[src/rtl/frame_forward_arbiter.sv]
// Round-robin frame arbiter: grants one ingress port per frame, floods its bytes to all
// other egress ports, and inserts a fixed idle gap between frames; stalled frames are aborted.
module frame_forward_arbiter #(
  parameter int NUMBER_OF_PORTS = 2,
  parameter int GAP_CYCLES      = 12,
  parameter int TIMEOUT_CYCLES  = 64,
  localparam int GW = (NUMBER_OF_PORTS > 1) ? $clog2(NUMBER_OF_PORTS) : 1
) (
  input  logic                            clock,
  input  logic                            reset_n,
  input  logic [NUMBER_OF_PORTS-1:0][8:0] port_receive_data,
  input  logic [NUMBER_OF_PORTS-1:0]      port_receive_data_valid,
  output logic [NUMBER_OF_PORTS-1:0]      port_receive_data_ready,
  output logic [8:0]                      port_transmit_data,
  output logic [NUMBER_OF_PORTS-1:0]      port_transmit_data_valid,
  output logic [GW-1:0]                   grant_port,
  output logic                            busy,
  output logic [15:0]                     forwarded_frame_count,
  output logic [15:0]                     aborted_frame_count,
  output logic [1:0]                      fsm_state
);

  // Handshake: a byte moves when ready[g] and valid[g] are both high at a rising edge;
  // ready is held high for the whole frame and only ever on the granted port.
  typedef enum logic [1:0] {
    ST_IDLE    = 2'd0,
    ST_FORWARD = 2'd1,
    ST_GAP     = 2'd2
  } state_t;

  state_t                     state;
  logic [GW-1:0]              last_grant;
  logic [15:0]                stall_cnt;
  logic [7:0]                 gap_cnt;

  logic                       found;
  logic [GW-1:0]              winner;
  logic [GW-1:0]              cand;
  logic [NUMBER_OF_PORTS-1:0] grant_onehot;
  logic [NUMBER_OF_PORTS-1:0] flood_mask;
  logic                       accept;
  logic [8:0]                 rx_byte;

  // Search starts one past the previous winner and wraps around all ports.
  always_comb begin
    found  = 1'b0;
    winner = '0;
    cand   = last_grant;
    for (int i = 0; i < NUMBER_OF_PORTS; i++) begin
      cand = (cand == GW'(NUMBER_OF_PORTS - 1)) ? '0 : cand + 1'b1;
      if (!found && port_receive_data_valid[cand]) begin
        found  = 1'b1;
        winner = cand;
      end
    end
  end

  always_comb begin
    grant_onehot         = '0;
    grant_onehot[winner] = 1'b1;
    flood_mask             = '1;
    flood_mask[grant_port] = 1'b0;
  end

  // Masking with ready keeps non-granted (possibly X) valids out of the accept path.
  assign accept  = |(port_receive_data_ready & port_receive_data_valid);
  assign rx_byte = port_receive_data[grant_port];

  always_ff @(posedge clock or negedge reset_n) begin
    if (!reset_n) begin
      state                    <= ST_IDLE;
      port_receive_data_ready  <= '0;
      port_transmit_data_valid <= '0;
      port_transmit_data       <= '0;
      grant_port               <= '0;
      last_grant               <= GW'(NUMBER_OF_PORTS - 1);
      stall_cnt                <= '0;
      gap_cnt                  <= '0;
      forwarded_frame_count    <= '0;
      aborted_frame_count      <= '0;
    end else begin
      port_transmit_data_valid <= '0;
      case (state)
        ST_IDLE: begin
          port_receive_data_ready <= '0;
          port_transmit_data      <= '0;
          stall_cnt               <= '0;
          gap_cnt                 <= '0;
          if (found) begin
            grant_port              <= winner;
            last_grant              <= winner;
            port_receive_data_ready <= grant_onehot;
            state                   <= ST_FORWARD;
          end
        end
        ST_FORWARD: begin
          if (accept) begin
            port_transmit_data       <= rx_byte;
            port_transmit_data_valid <= flood_mask;
            stall_cnt                <= '0;
            if (rx_byte[8]) begin
              port_receive_data_ready <= '0;
              forwarded_frame_count   <= forwarded_frame_count + 16'd1;
              gap_cnt                 <= '0;
              state                   <= ST_GAP;
            end
          end else if (stall_cnt == 16'(TIMEOUT_CYCLES - 1)) begin
            port_receive_data_ready <= '0;
            aborted_frame_count     <= aborted_frame_count + 16'd1;
            stall_cnt               <= '0;
            gap_cnt                 <= '0;
            state                   <= ST_GAP;
          end else begin
            stall_cnt <= stall_cnt + 16'd1;
          end
        end
        ST_GAP: begin
          if (gap_cnt == 8'(GAP_CYCLES - 1)) begin
            gap_cnt            <= '0;
            port_transmit_data <= '0;
            state              <= ST_IDLE;
          end else begin
            gap_cnt <= gap_cnt + 8'd1;
          end
        end
        default: state <= ST_IDLE;
      endcase
    end
  end

  assign busy      = (state != ST_IDLE);
  assign fsm_state = state;

endmodule
[config.mk]
export PLATFORM = sky130hd
export DESIGN_NAME = frame_forward_arbiter
export DESIGN_NICKNAME = d
export VERILOG_FILES = /design/src/rtl/frame_forward_arbiter.sv
export SDC_FILE = /design/constraint.sdc
export NUM_CORES = 1
export LEC_CHECK = 0
export CELL_PAD_IN_SITES_DETAIL_PLACEMENT = 0
export CELL_PAD_IN_SITES_GLOBAL_PLACEMENT = 2
export CORE_AREA = 10 10 114 116
export CTS_CLUSTER_DIAMETER = 150
export DETAILED_ROUTE_END_ITERATION = 6
export DIE_AREA = 0 0 124 126
export GPL_ROUTABILITY_DRIVEN = 0
export PLACE_DENSITY_LB_ADDON = 0.1
export SLEW_MARGIN = 20
export SYNTH_ARGS = -nofsm -noshare
export SYNTH_HDL_FRONTEND = slang
export SYNTH_SLANG_ARGS = --single-unit
[constraint.sdc]
create_clock -name clock -period 4.2 [get_ports clock]
set_input_delay 0.84 -clock clock [delete_from_list [all_inputs] [get_ports clock]]
set_output_delay 0.84 -clock clock [all_outputs]
set_load 0.05 [all_outputs]
Word level (Yosys, flattened, before mapping)
Index checks and enable logic that the tools add are counted.
Widths: inputs -> output; s select.
{"block": "totals", "ff_bits": 73, "latch_bits": 0, "mem_bits_rw": 0, "romBits": 0, "in_bits": 22, "out_inout_bits": 49, "elab_cells": 90, "mem_count": 0}
{"block": "classes", "n_addsub": 6, "multipliers": 0, "n_div": 0, "n_lt_le_gt_ge": 6, "eq_ne": 9, "n_shift": 0, "muxes": 40, "bitwise": 3, "n_reduce_logical": 16}
{"cell": "$add 16x1->16 const B", "n": 3}
{"cell": "$mux 9", "n": 4}
{"cell": "$mux 16", "n": 2}
{"cell": "$mux 8", "n": 4}
{"cell": "$pmux 16 s2", "n": 1}
{"cell": "$pmux 9 s3", "n": 1}
{"cell": "$pmux 8 s3", "n": 1}
{"cell": "$mux 2", "n": 11}
{"cell": "$eq 16x6->1 const B", "n": 1}
{"cell": "$reduce_and 3->1", "n": 5}
{"cell": "$mux 1", "n": 12}
{"cell": "$add 8x1->8 const B", "n": 1}
{"cell": "$eq 8x4->1 const B", "n": 1}
{"cell": "$lt 1x2->1 const B", "n": 4}
{"cell": "$ne 2x2->1 const B", "n": 3}
{"cell": "$ne 3x3->1 const B", "n": 2}
{"cell": "$pmux 2 s3", "n": 1}
{"cell": "$pmux 2 s2", "n": 1}
{"cell": "$reduce_and 4->1", "n": 1}
{"cell": "$reduce_bool 2->1", "n": 2}
{"cell": "$logic_and 1x1->1", "n": 3}
{"cell": "$reduce_bool 3->1", "n": 1}
{"cell": "$add 1x1->1 const B", "n": 2}
{"cell": "$and 2x2->2", "n": 1}
{"cell": "other kinds (10)", "n": 12}

Logic depth before layout (Yosys ltp)
Gate-level depths: netlist of the first run.
{"block": "depth", "depth_word": 14, "depth_mapped": 7, "ltp_nobuf": 5}

Worst setup path before layout of the first run
Ideal clock, no wire load.
{"block": "synth_path", "path_kind": "reg-to-output", "startpoint": "register state[1] (netlist: fsm_state[1])", "endpoint": "output port busy", "arrival_ns": 1.558, "t_required_ns": 3.360, "path_slack_ns": 1.802, "path_stages_with_launch": 4, "n_path_buf": 1, "path_cell_list": "dfrtp_1 > buf_1 > nor2_1 > inv_1"}
{"block": "synth_between", "elab_chain_len": 1}
{"item": "from (decl)", "line_no": "31", "rtl": "state_t state;"}
{"item": "from (signal assigned)", "line_no": "71", "rtl": "state <= ST_IDLE;"}
{"item": "from (signal assigned)", "line_no": "93", "rtl": "state <= ST_FORWARD;"}
{"item": "from (signal assigned)", "line_no": "105", "rtl": "state <= ST_GAP;"}
{"item": "$reduce_bool 2->1", "line_no": "131", "rtl": "assign busy = (state != ST_IDLE);"}
{"item": "to (decl)", "line_no": "17", "rtl": "output logic busy,"}
No other way between the ends.

Worst setup path after layout of the first run
{"block": "layout_path", "startpoint": "register state[0] (netlist: fsm_state[0])", "endpoint": "output port busy"}
Same word-level chain as after synthesis.

==> results.yml, run 1 <==
clocking:
  postCtsResizedCells: 0
  cts_setup_buffers: 0
  tritoncts: "yes"
  clock_latency_ns: 0.35
  path_clk_slew_ns: 0.08
  clock-sinks: 73
  cts_root_buf: "clkbuf_8"
  cts.hold.buffers_added: 0
  htreeDepth: 3
  clockBufferDepth: 2
  numCtsBuffers: 9
yosys:
  synth_area_leaders: "dfrtp_1 49%, xnor2_1 8.3%, nand4_1 3.7%"
  synth-async-reset-ratio: 1.00
  synth_top_area_cell: "dfrtp_1"
  syn_avg_cell_area_um2: 10.5
  yosysWarningCount: 0
  syn_area_um2: 3670
  synth_fp_nets: 375
  synth.top_cell.area_share: 0.490
  ys_ff_latch: 73
  yosys_most_used_dff: "dfrtp_1"
  ys_seq_area_frac: 0.498
  synth_edf_count: 0
  netlist_instances: 349
  synth.distinct_cells: 51
floorplan:
  io_pins: 71
  die_y_um: 126
  core_um2: 10700
  die_area_um2: 15600
  start_util: 0.343
  num_rows: 38
  die_w_um: 124
worst_hold_path:
  min_path_type: "flip-flop to flip-flop"
finish:
  final_common_cell: "dfrtp_1"
  nNetsFinal: 450
  area_growth_pct: 29.2
  nFillCells: 1039
  drive_above_1_share: 0.0956
  n_antenna_cell: 0
  layout.cells.most_common_list: "72 x dfrtp_1, 69 x clkdlybuf4s50_1, 35 x xnor2_1"
  regArea_um2: 1830
  multi_input_area_um2: 1760
routing:
  vias: 2889
  wl_um: 9270
  routed_via_density: 5.08
  ant_nets: 0
  route.detailed.drc: 0
  wl_per_cell_um: 16.3
  detailedRoute.firstPassIterationCount: 4
  drt_iter0_markers: 194
critical_path:
  cp_top_family: "buffers and inverters"
  path_buf_inv: 2
  end_kind: "output port"
  start_kind: "flip-flop"
  worstPathMaxFanout: 18
  crit_path_max_incr_delay_ns: 0.81
  worst_path_max_delay_cell: "clkdlybuf4s50_1"
  worstSetupPathType: "flip-flop to output port"
  crit_arrival_ns: 2.22
  worst-endpoint-required_ns: 3.36
  crit_chain: "nor2_1 -> inv_1 -> clkdlybuf4s50_1"
pwr:
  power_density_nw_per_um2: 499
  cellLeakagePower_nw: 1.96
  total_power_w: 0.00237
  irDropWorstVdd_mv: 0.273
sta:
  finalMaxSlewViolations: 0
  setup_viol: 0
  fin_hold_ws_ns: 0.469
  fmax_ghz: 0.326
  rsz0062_at_grt: "no"
  min_period_ns: 3.06
  tns_ns: 0
  timing.final.crit_share: 0.730
  slew_headroom: 0.327
  hold_violations: 0
  tightest_slew_ns: 0.995
  fin_worst_skew_ns: 0.00963
global_route:
  grt_use_total: 0.121
  grt_pass1_vias: 2811
  grt_pass1_wl_um: 15300
  grt.overflow.total: 0
  grt_max_degree: 74
  grt_antenna_before_repair: 0
place:
  dp_hpwl_um: 6690
  port_buffers: 70
status:
  status: "finished clean"
run:
  drv_cap: 0
[synthesized netlist by cell type, drive strengths merged, types with 4 or more instances]
library cell and instances:
xnor2 35, dfrtp 72, or3 8, nand4 22, clkbuf 6, a31oi 4, ha 4, and3 10
nand3 18, nor3 8, a21oi 7, nor2 24, buf 5, nand2 20, a22o 7, or4 6
o21ai 13, mux2 11, inv 11, mux2i 10, nor4 8
[metrics by stage]
step                setup slack [ns]  std cells   util  cell area, um2
floorplan                       1.80        349      -            3670
global placement                1.22        553  0.425            4550
detailed placement              1.17        553  0.425            4550
CTS                             1.08        569  0.444            4740
global route                    1.01        569  0.444            4740
finish                          1.14        569  0.444            4740
[registers in the layout, summed over array words and instances, names as in the netlist]
register,flops
port_transmit_data,9
stall_cnt,16
forwarded_frame_count,16
aborted_frame_count,16
last_grant,1
gap_cnt,8
port_receive_data_ready,2
port_transmit_data_valid,2
fsm_state,2
grant_port,1
[final timing paths]
check                                                      start                                     to  slack [ns]  depth (start not counted)
max                                     fsm_state[0]$_DFFE_PN0P_                                   busy        1.14                          3
min                        forwarded_frame_count[15]$_DFFE_PN0P_  forwarded_frame_count[15]$_DFFE_PN0P_        0.47                          1
max reg2reg                             fsm_state[0]$_DFFE_PN0P_     aborted_frame_count[9]$_DFFE_PN0P_        1.66                          4
min reg2reg                forwarded_frame_count[15]$_DFFE_PN0P_  forwarded_frame_count[15]$_DFFE_PN0P_        0.47                          1
max in group asynchronous                                reset_n                 last_grant$_DFFE_PN1P_        3.34                          2
min in group asynchronous                                reset_n     aborted_frame_count[7]$_DFFE_PN0P_        0.51                          2
[logic make-up (layout without fill, tap and decap cells)]
logic type,after synthesis,after routing,share of synthesized area
muxes,21,21,0.0610
AOI/OAI and AO/OA,49,49,0.0957
DFF,73,73,0.498
xor gates and xnor gates,38,38,0.0906
adders and majority gates,4,4,0.0136
buffers and inverters,22,102,0.0238
and+or+nand+nor,142,142,0.218
[routing by layer]
layer	global-route usage	routed length, um	vias to the layer above
met5	0	0	-
li1	-	-	1431
met2	0.181	4160	47
met1	0.165	4520	1405
met4	0.0427	79	0
met3	0.0308	505	6
[worst reg2reg max path, cell delays in order, from the launching register on]
cell and delay, ns:
dfrtp_1 0.73, nand2b_1 0.46, nor3_1 0.87, nand4_1 0.21
xnor2_1 0.18
[report_power, final]
group	total [W]	internal, W	switching (W)
Combinational	0.000870	0.000324	0.000546
Clock	0.000560	0.000289	0.000271
Sequential	0.000937	0.000791	0.000146
Total	0.00237	0.00140	0.000963
[area by class of cell]
| cell class | instances | area share |
|---|---|---|
| Clock inverter | 5 | 0.0116 |
| Tap cell | 140 | 0.0369 |
| Sequential cell | 73 | 0.385 |
| Clock buffer | 11 | 0.0298 |
| Inverter | 11 | 0.00870 |
| Timing Repair Buffer | 75 | 0.157 |
| Multi-Input combinational cell | 254 | 0.371 |
(Power assumes the default switching activity.)
==> run 2: changes to the inputs <==
--- a/config.mk
+++ b/config.mk
@@ -7,10 +7,10 @@
 export LEC_CHECK = 0
 export CELL_PAD_IN_SITES_DETAIL_PLACEMENT = 0
 export CELL_PAD_IN_SITES_GLOBAL_PLACEMENT = 2
-export CORE_AREA = 10 10 114 116
+export CORE_AREA = 10 10 117 119
 export CTS_CLUSTER_DIAMETER = 150
 export DETAILED_ROUTE_END_ITERATION = 6
-export DIE_AREA = 0 0 124 126
+export DIE_AREA = 0 0 127 129
 export GPL_ROUTABILITY_DRIVEN = 0
 export PLACE_DENSITY_LB_ADDON = 0.1
 export SLEW_MARGIN = 20
==> constraint.sdc (replaced) <==
create_clock -name clock -period 3.1 [get_ports clock]
set_input_delay 0.62 -clock clock [delete_from_list [all_inputs] [get_ports clock]]
set_output_delay 0.62 -clock clock [all_outputs]
set_load 0.05 [all_outputs]
==> results.yml, run 2 (synthesis results as in run 1) <==
status:
  status: "finished clean"
routing:
  wl_um: 9610
  routed_via_density: 5.10
  wl_per_cell_um: 16.6
  drt_iter0_markers: 215
  route.detailed.drc: 0
  vias: 2948
  detailedRoute.firstPassIterationCount: 4
  ant_nets: 0
clocking:
  htreeDepth: 3
  path_clk_slew_ns: 0.05
  cts_setup_buffers: 0
  numCtsBuffers: 9
  tritoncts: "yes"
  clock-sinks: 73
  cts.hold.buffers_added: 0
  cts_root_buf: "clkbuf_16"
  clock_latency_ns: 0.33
  postCtsResizedCells: 0
  clockBufferDepth: 2
global_route:
  grt_antenna_before_repair: 0
  busiest_layer: "met2"
  grt_max_degree: 46
  grt_util_met3: 0.0275
  grt_pass1_wl_um: 15900
  grt.overflow.total: 0
  grtUsageMet2: 0.184
  met1_usage: 0.155
  grt_use_total: 0.119
  grt_pass1_vias: 2971
critical_path:
  end_kind: "output port"
  path_buf_inv: 2
  cp_top_family: "buffers and inverters"
  worstPathMaxFanout: 7
  worstSetupPathType: "flip-flop to output port"
  crit_path_max_incr_delay_ns: 0.72
  worst-endpoint-required_ns: 2.48
  worst_path_max_delay_cell: "clkdlybuf4s50_1"
  crit_arrival_ns: 1.83
  crit_chain: "nor2_1 -> inv_1 -> clkdlybuf4s50_1"
  start_kind: "flip-flop"
finish:
  reg_top3: "aborted_frame_count: 16 flops, forwarded_frame_count: 16 flops, stall_cnt: 16 flops"
  layout.cells.most_common_list: "72 x dfrtp_1, 69 x clkdlybuf4s50_1, 35 x xnor2_1"
  nNetsFinal: 458
  multi_input_area_um2: 1760
  nFillCells: 1126
  drive_above_1_share: 0.101
  area_growth_pct: 32.2
  regArea_um2: 1830
  finalNonFillerCells: 578
  final_common_cell: "dfrtp_1"
  n_antenna_cell: 0
pwr:
  p_seq_frac: 0.350
  power_density_nw_per_um2: 699
  irDropWorstVdd_mv: 0.305
  clockPowerShare: 0.263
  p_sw_frac: 0.388
  power_switching_w: 0.00132
  p_int_w: 0.00208
  cellLeakagePower_nw: 2.02
  total_power_w: 0.00340
  pwr-share-comb: 0.386
sta:
  min_period_ns: 2.45
  slew_headroom: 0.464
  finalMaxSlewViolations: 0
  setup_viol: 0
  fin_worst_skew_ns: 0.00802
  tns_ns: 0
  rsz0062_at_grt: "no"
  timing.final.crit_share: 0.791
  tightest_slew_ns: 0.798
  hold_violations: 0
  fmax_ghz: 0.408
place:
  dp_hpwl_um: 7030
  port_buffers: 70
  dp_cells: 564
worst_hold_path:
  min_path_type: "input port to async pin"
floorplan:
  num_rows: 39
  io_pins: 71
  core_um2: 11300
  die_w_um: 127
  start_util: 0.324
  die_area_um2: 16400
  die_y_um: 129
run:
  drv_cap: 0
==> run 2: changes by cell type in the layout (fill, tap and decap cells not counted), sizes merged <==
cell / delta
buf: +8
clkbuf: +2
clkinvlp: -2
bufinv: -1
clkinv: -1
==> run 2: power groups by stage <==
stage / logic [W] / registers, W / clock network (W)
finish: 0.00131 / 0.00119 / 0.000895
global route: 0.00143 / 0.00121 / 0.000969
CTS: 0.00134 / 0.00119 / 0.000934
detailed placement: 0.00134 / 0.00121 / 0
global placement: 0.00134 / 0.00120 / 0
floorplan: 0.000582 / 0.00148 / 0
==> run 2: final cells by class <==
cell class / instances / area share
clock inverters: 1 / 0.00103
clock buffers: 13 / 0.0495
repair buffers: 83 / 0.166
inverters: 11 / 0.00850
multi-input cells: 254 / 0.362
well taps: 143 / 0.0368
flip-flops and latches: 73 / 0.376
==> run 2: worst reg2reg max path, delay by kind of cell, from the launching register on <==
kind | cells | cell delay [ns]
AND/OR/NAND/NOR | 3 | 1.48
AO/OA/AOI/OAI | 1 | 0.38
flip-flops | 1 | 0.41
==> run 2: metal layers <==
layer / share of wire / wire length, um
met5: 0 / 0
met4: 0.016 / 158
met3: 0.041 / 397
met2: 0.47 / 4520
met1: 0.47 / 4540
==> run 2: final timing paths <==
check,startpoint,end,slack [ns],cells past startpoint
setup / recovery,fsm_state[0]$_DFFE_PN0P_,busy,0.65,3
hold / removal,reset_n,aborted_frame_count[11]$_DFFE_PN0P_,0.33,1
setup reg to reg,stall_cnt[13]$_DFFE_PN0P_,stall_cnt[8]$_DFFE_PN0P_,0.71,4
hold reg to reg,aborted_frame_count[15]$_DFFE_PN0P_,aborted_frame_count[15]$_DFFE_PN0P_,0.48,1
max in group asynchronous,reset_n,last_grant$_DFFE_PN1P_,2.03,2
min in group clock,aborted_frame_count[15]$_DFFE_PN0P_,aborted_frame_count[15]$_DFFE_PN0P_,0.48,1
==> run 2: stage by stage <==
| stage | util | hold slack, ns | setup slack (ns) | area, um2 |
|---|---|---|---|---|
| 4_1_cts | 0.429 | 0.354 | 0.620 | 4860 |
| 5_1_grt | 0.429 | 0.393 | 0.495 | 4860 |
| 3_5_place_dp | 0.407 | 0.480 | 0.396 | 4610 |
| 3_3_place_gp | 0.407 | 0.461 | 0.442 | 4610 |
| 6_report | 0.429 | 0.328 | 0.648 | 4860 |
| 2_1_floorplan | - | 0.324 | 0.922 | 3670 |
==> run 3: changes to the inputs <==
--- a/config.mk
+++ b/config.mk
@@ -7,10 +7,10 @@
 export LEC_CHECK = 0
 export CELL_PAD_IN_SITES_DETAIL_PLACEMENT = 0
 export CELL_PAD_IN_SITES_GLOBAL_PLACEMENT = 2
-export CORE_AREA = 10 10 117 119
+export CORE_AREA = 10 10 122 124
 export CTS_CLUSTER_DIAMETER = 150
 export DETAILED_ROUTE_END_ITERATION = 6
-export DIE_AREA = 0 0 127 129
+export DIE_AREA = 0 0 132 134
 export GPL_ROUTABILITY_DRIVEN = 0
 export PLACE_DENSITY_LB_ADDON = 0.1
 export SLEW_MARGIN = 20
==> constraint.sdc (replaced) <==
create_clock -name clock -period 2.24 [get_ports clock]
set_input_delay 0.448 -clock clock [delete_from_list [all_inputs] [get_ports clock]]
set_output_delay 0.448 -clock clock [all_outputs]
set_load 0.05 [all_outputs]
==> results.yml, run 3 (synthesis results as in run 1) <==
pwr:
  cellLeakagePower_nw: 2.22
  power_density_nw_per_um2: 951
  irDropWorstVdd_mv: 0.449
floorplan:
  io_pins: 71
  num_rows: 41
  die_area_um2: 17700
  die_y_um: 134
  die_w_um: 132
  start_util: 0.295
  core_um2: 12500
routing:
  route.detailed.drc: 0
  routed_via_density: 4.81
  detailedRoute.firstPassIterationCount: 4
  drt_iter0_markers: 141
  wl_um: 10100
  wl_per_cell_um: 15.7
  ant_nets: 0
  vias: 3086
global_route:
  grt_use_total: 0.118
  grt_max_degree: 56
  grt_antenna_before_repair: 0
  grt_pass1_wl_um: 17000
  grt.overflow.total: 0
  grt_pass1_vias: 3124
place:
  port_buffers: 70
  dp_hpwl_um: 7450
critical_path:
  worstPathMaxFanout: 3
  worst_path_max_delay_cell: "or4_4"
  cp_top_family: "simple AND/OR/NAND/NOR gates"
  path_buf_inv: 1
  crit_path_max_incr_delay_ns: 0.54
  crit_arrival_ns: 2.37
  end_kind: "flip-flop"
  start_kind: "flip-flop"
  cp_common_cell: "or4_4"
  worstSetupPathType: "flip-flop to flip-flop"
  worst-endpoint-required_ns: 2.45
  crit_chain: "or4_4 -> buf_6 -> or4_4 -> nor3_4 -> mux2_4"
finish:
  area_growth_pct: 41.6
  drive_above_1_share: 0.181
  reg_top3: "aborted_frame_count: 16 flops, forwarded_frame_count: 16 flops, stall_cnt: 16 flops"
  nFillCells: 1203
  nNetsFinal: 490
  final_common_cell: "dfrtp_1"
  n_antenna_cell: 0
  layout.cells.most_common_list: "72 x dfrtp_1, 65 x clkdlybuf4s50_1, 45 x buf_4"
clocking:
  cts_root_buf: "clkbuf_16"
  clockBufferDepth: 2
  numCtsBuffers: 9
  clock_latency_ns: 0.33
  clock-sinks: 73
  path_clk_slew_ns: 0.06
  htreeDepth: 3
  tritoncts: "yes"
sta:
  hold_violations: 0
  setup_viol: 0
  fin_worst_skew_ns: 0.00389
  fmax_ghz: 0.463
  timing.final.crit_share: 0.963
  min_period_ns: 2.16
  tightest_slew_ns: 0.535
  slew_headroom: 0.642
  finalMaxSlewViolations: 0
  fin_hold_ws_ns: 0.467
  tns_ns: 0
  rsz0062_at_grt: "no"
status:
  status: "finished clean"
worst_hold_path:
  min_path_type: "flip-flop to flip-flop"
run:
  drv_cap: 0
-- run 3: cell count changes in the layout (fill, tap and decap cells not counted), moves of 2 or more --
cell,delta
clkdlybuf4s50_1,-4
clkinv_2,+3
buf_4,+33
buf_12,+2
-- run 3: timing repair --
| action | 4_1_cts | 5_1_grt |
|---|---|---|
| setup buffers | 0 | 3 |
| gates resized for setup | 0 | 7 |
| hold endpoints to repair | 18 | 0 |
| setup endpoints to repair | 0 | 9 |
| hold buffers | 1 | 0 |
-- run 3: final cells by class --
class                   instances  area, um2  share of cell area
flip-flops and latches         73       1830               0.352
clock buffers                  12        236              0.0455
clock inverters                 4       20.0             0.00385
well taps                     172        215              0.0414
repair buffers                115       1070               0.206
multi-input cells             254       1790               0.344
inverters                      11       41.3             0.00794
-- run 3: report_power, final --
group	internal, W	switching, W	total (W)	leakage (nW)
clock network	0.000743	0.000546	0.00129	0.130
logic	0.000782	0.00120	0.00198	1.09
registers	0.00149	0.000183	0.00167	0.997
-- run 3: worst paths after layout --
check	start	end	slack (ns)	cells past startpoint
worst max-delay path	stall_cnt[9]$_DFFE_PN0P_	aborted_frame_count[1]$_DFFE_PN0P_	0.08	5
worst min-delay path	aborted_frame_count[15]$_DFFE_PN0P_	aborted_frame_count[15]$_DFFE_PN0P_	0.47	1
worst max register to register	stall_cnt[9]$_DFFE_PN0P_	aborted_frame_count[1]$_DFFE_PN0P_	0.08	5
worst min register to register	aborted_frame_count[15]$_DFFE_PN0P_	aborted_frame_count[15]$_DFFE_PN0P_	0.47	1
max in group asynchronous	reset_n	last_grant$_DFFE_PN1P_	1.08	3
min in group asynchronous	reset_n	aborted_frame_count[9]$_DFFE_PN0P_	0.53	2
-- run 3: per-layer routing --
metal  global-route usage  share of wire
met1                0.150           0.48
met2                0.185           0.46
met4               0.0550          0.022
met3               0.0280          0.045
met5                    0              0
-- run 3: per-stage QoR --
| stage | setup slack, ns | util | instances | total power [W] | area (um2) |
|---|---|---|---|---|---|
| 5_1_grt | 0.00765 | 0.417 | 641 | 0.00524 | 5200 |
| 4_1_cts | 0.0209 | 0.413 | 638 | 0.00500 | 5140 |
| 6_report | 0.0820 | 0.417 | 641 | 0.00494 | 5200 |
| 3_3_place_gp | 0.0348 | 0.391 | 621 | 0.00368 | 4880 |
| 3_5_place_dp | -0.0118 | 0.391 | 621 | 0.00369 | 4880 |
| 2_1_floorplan | 0.0977 | - | 349 | 0.00285 | 3670 |
-- run 3: worst reg2reg max path, delay by kind of cell (launching register included) --
kind                   cells  cell delay [ns]
buffers and inverters      1             0.13
DFF                        1             0.37
and+or+nand+nor            3             1.22
muxes                      1             0.32
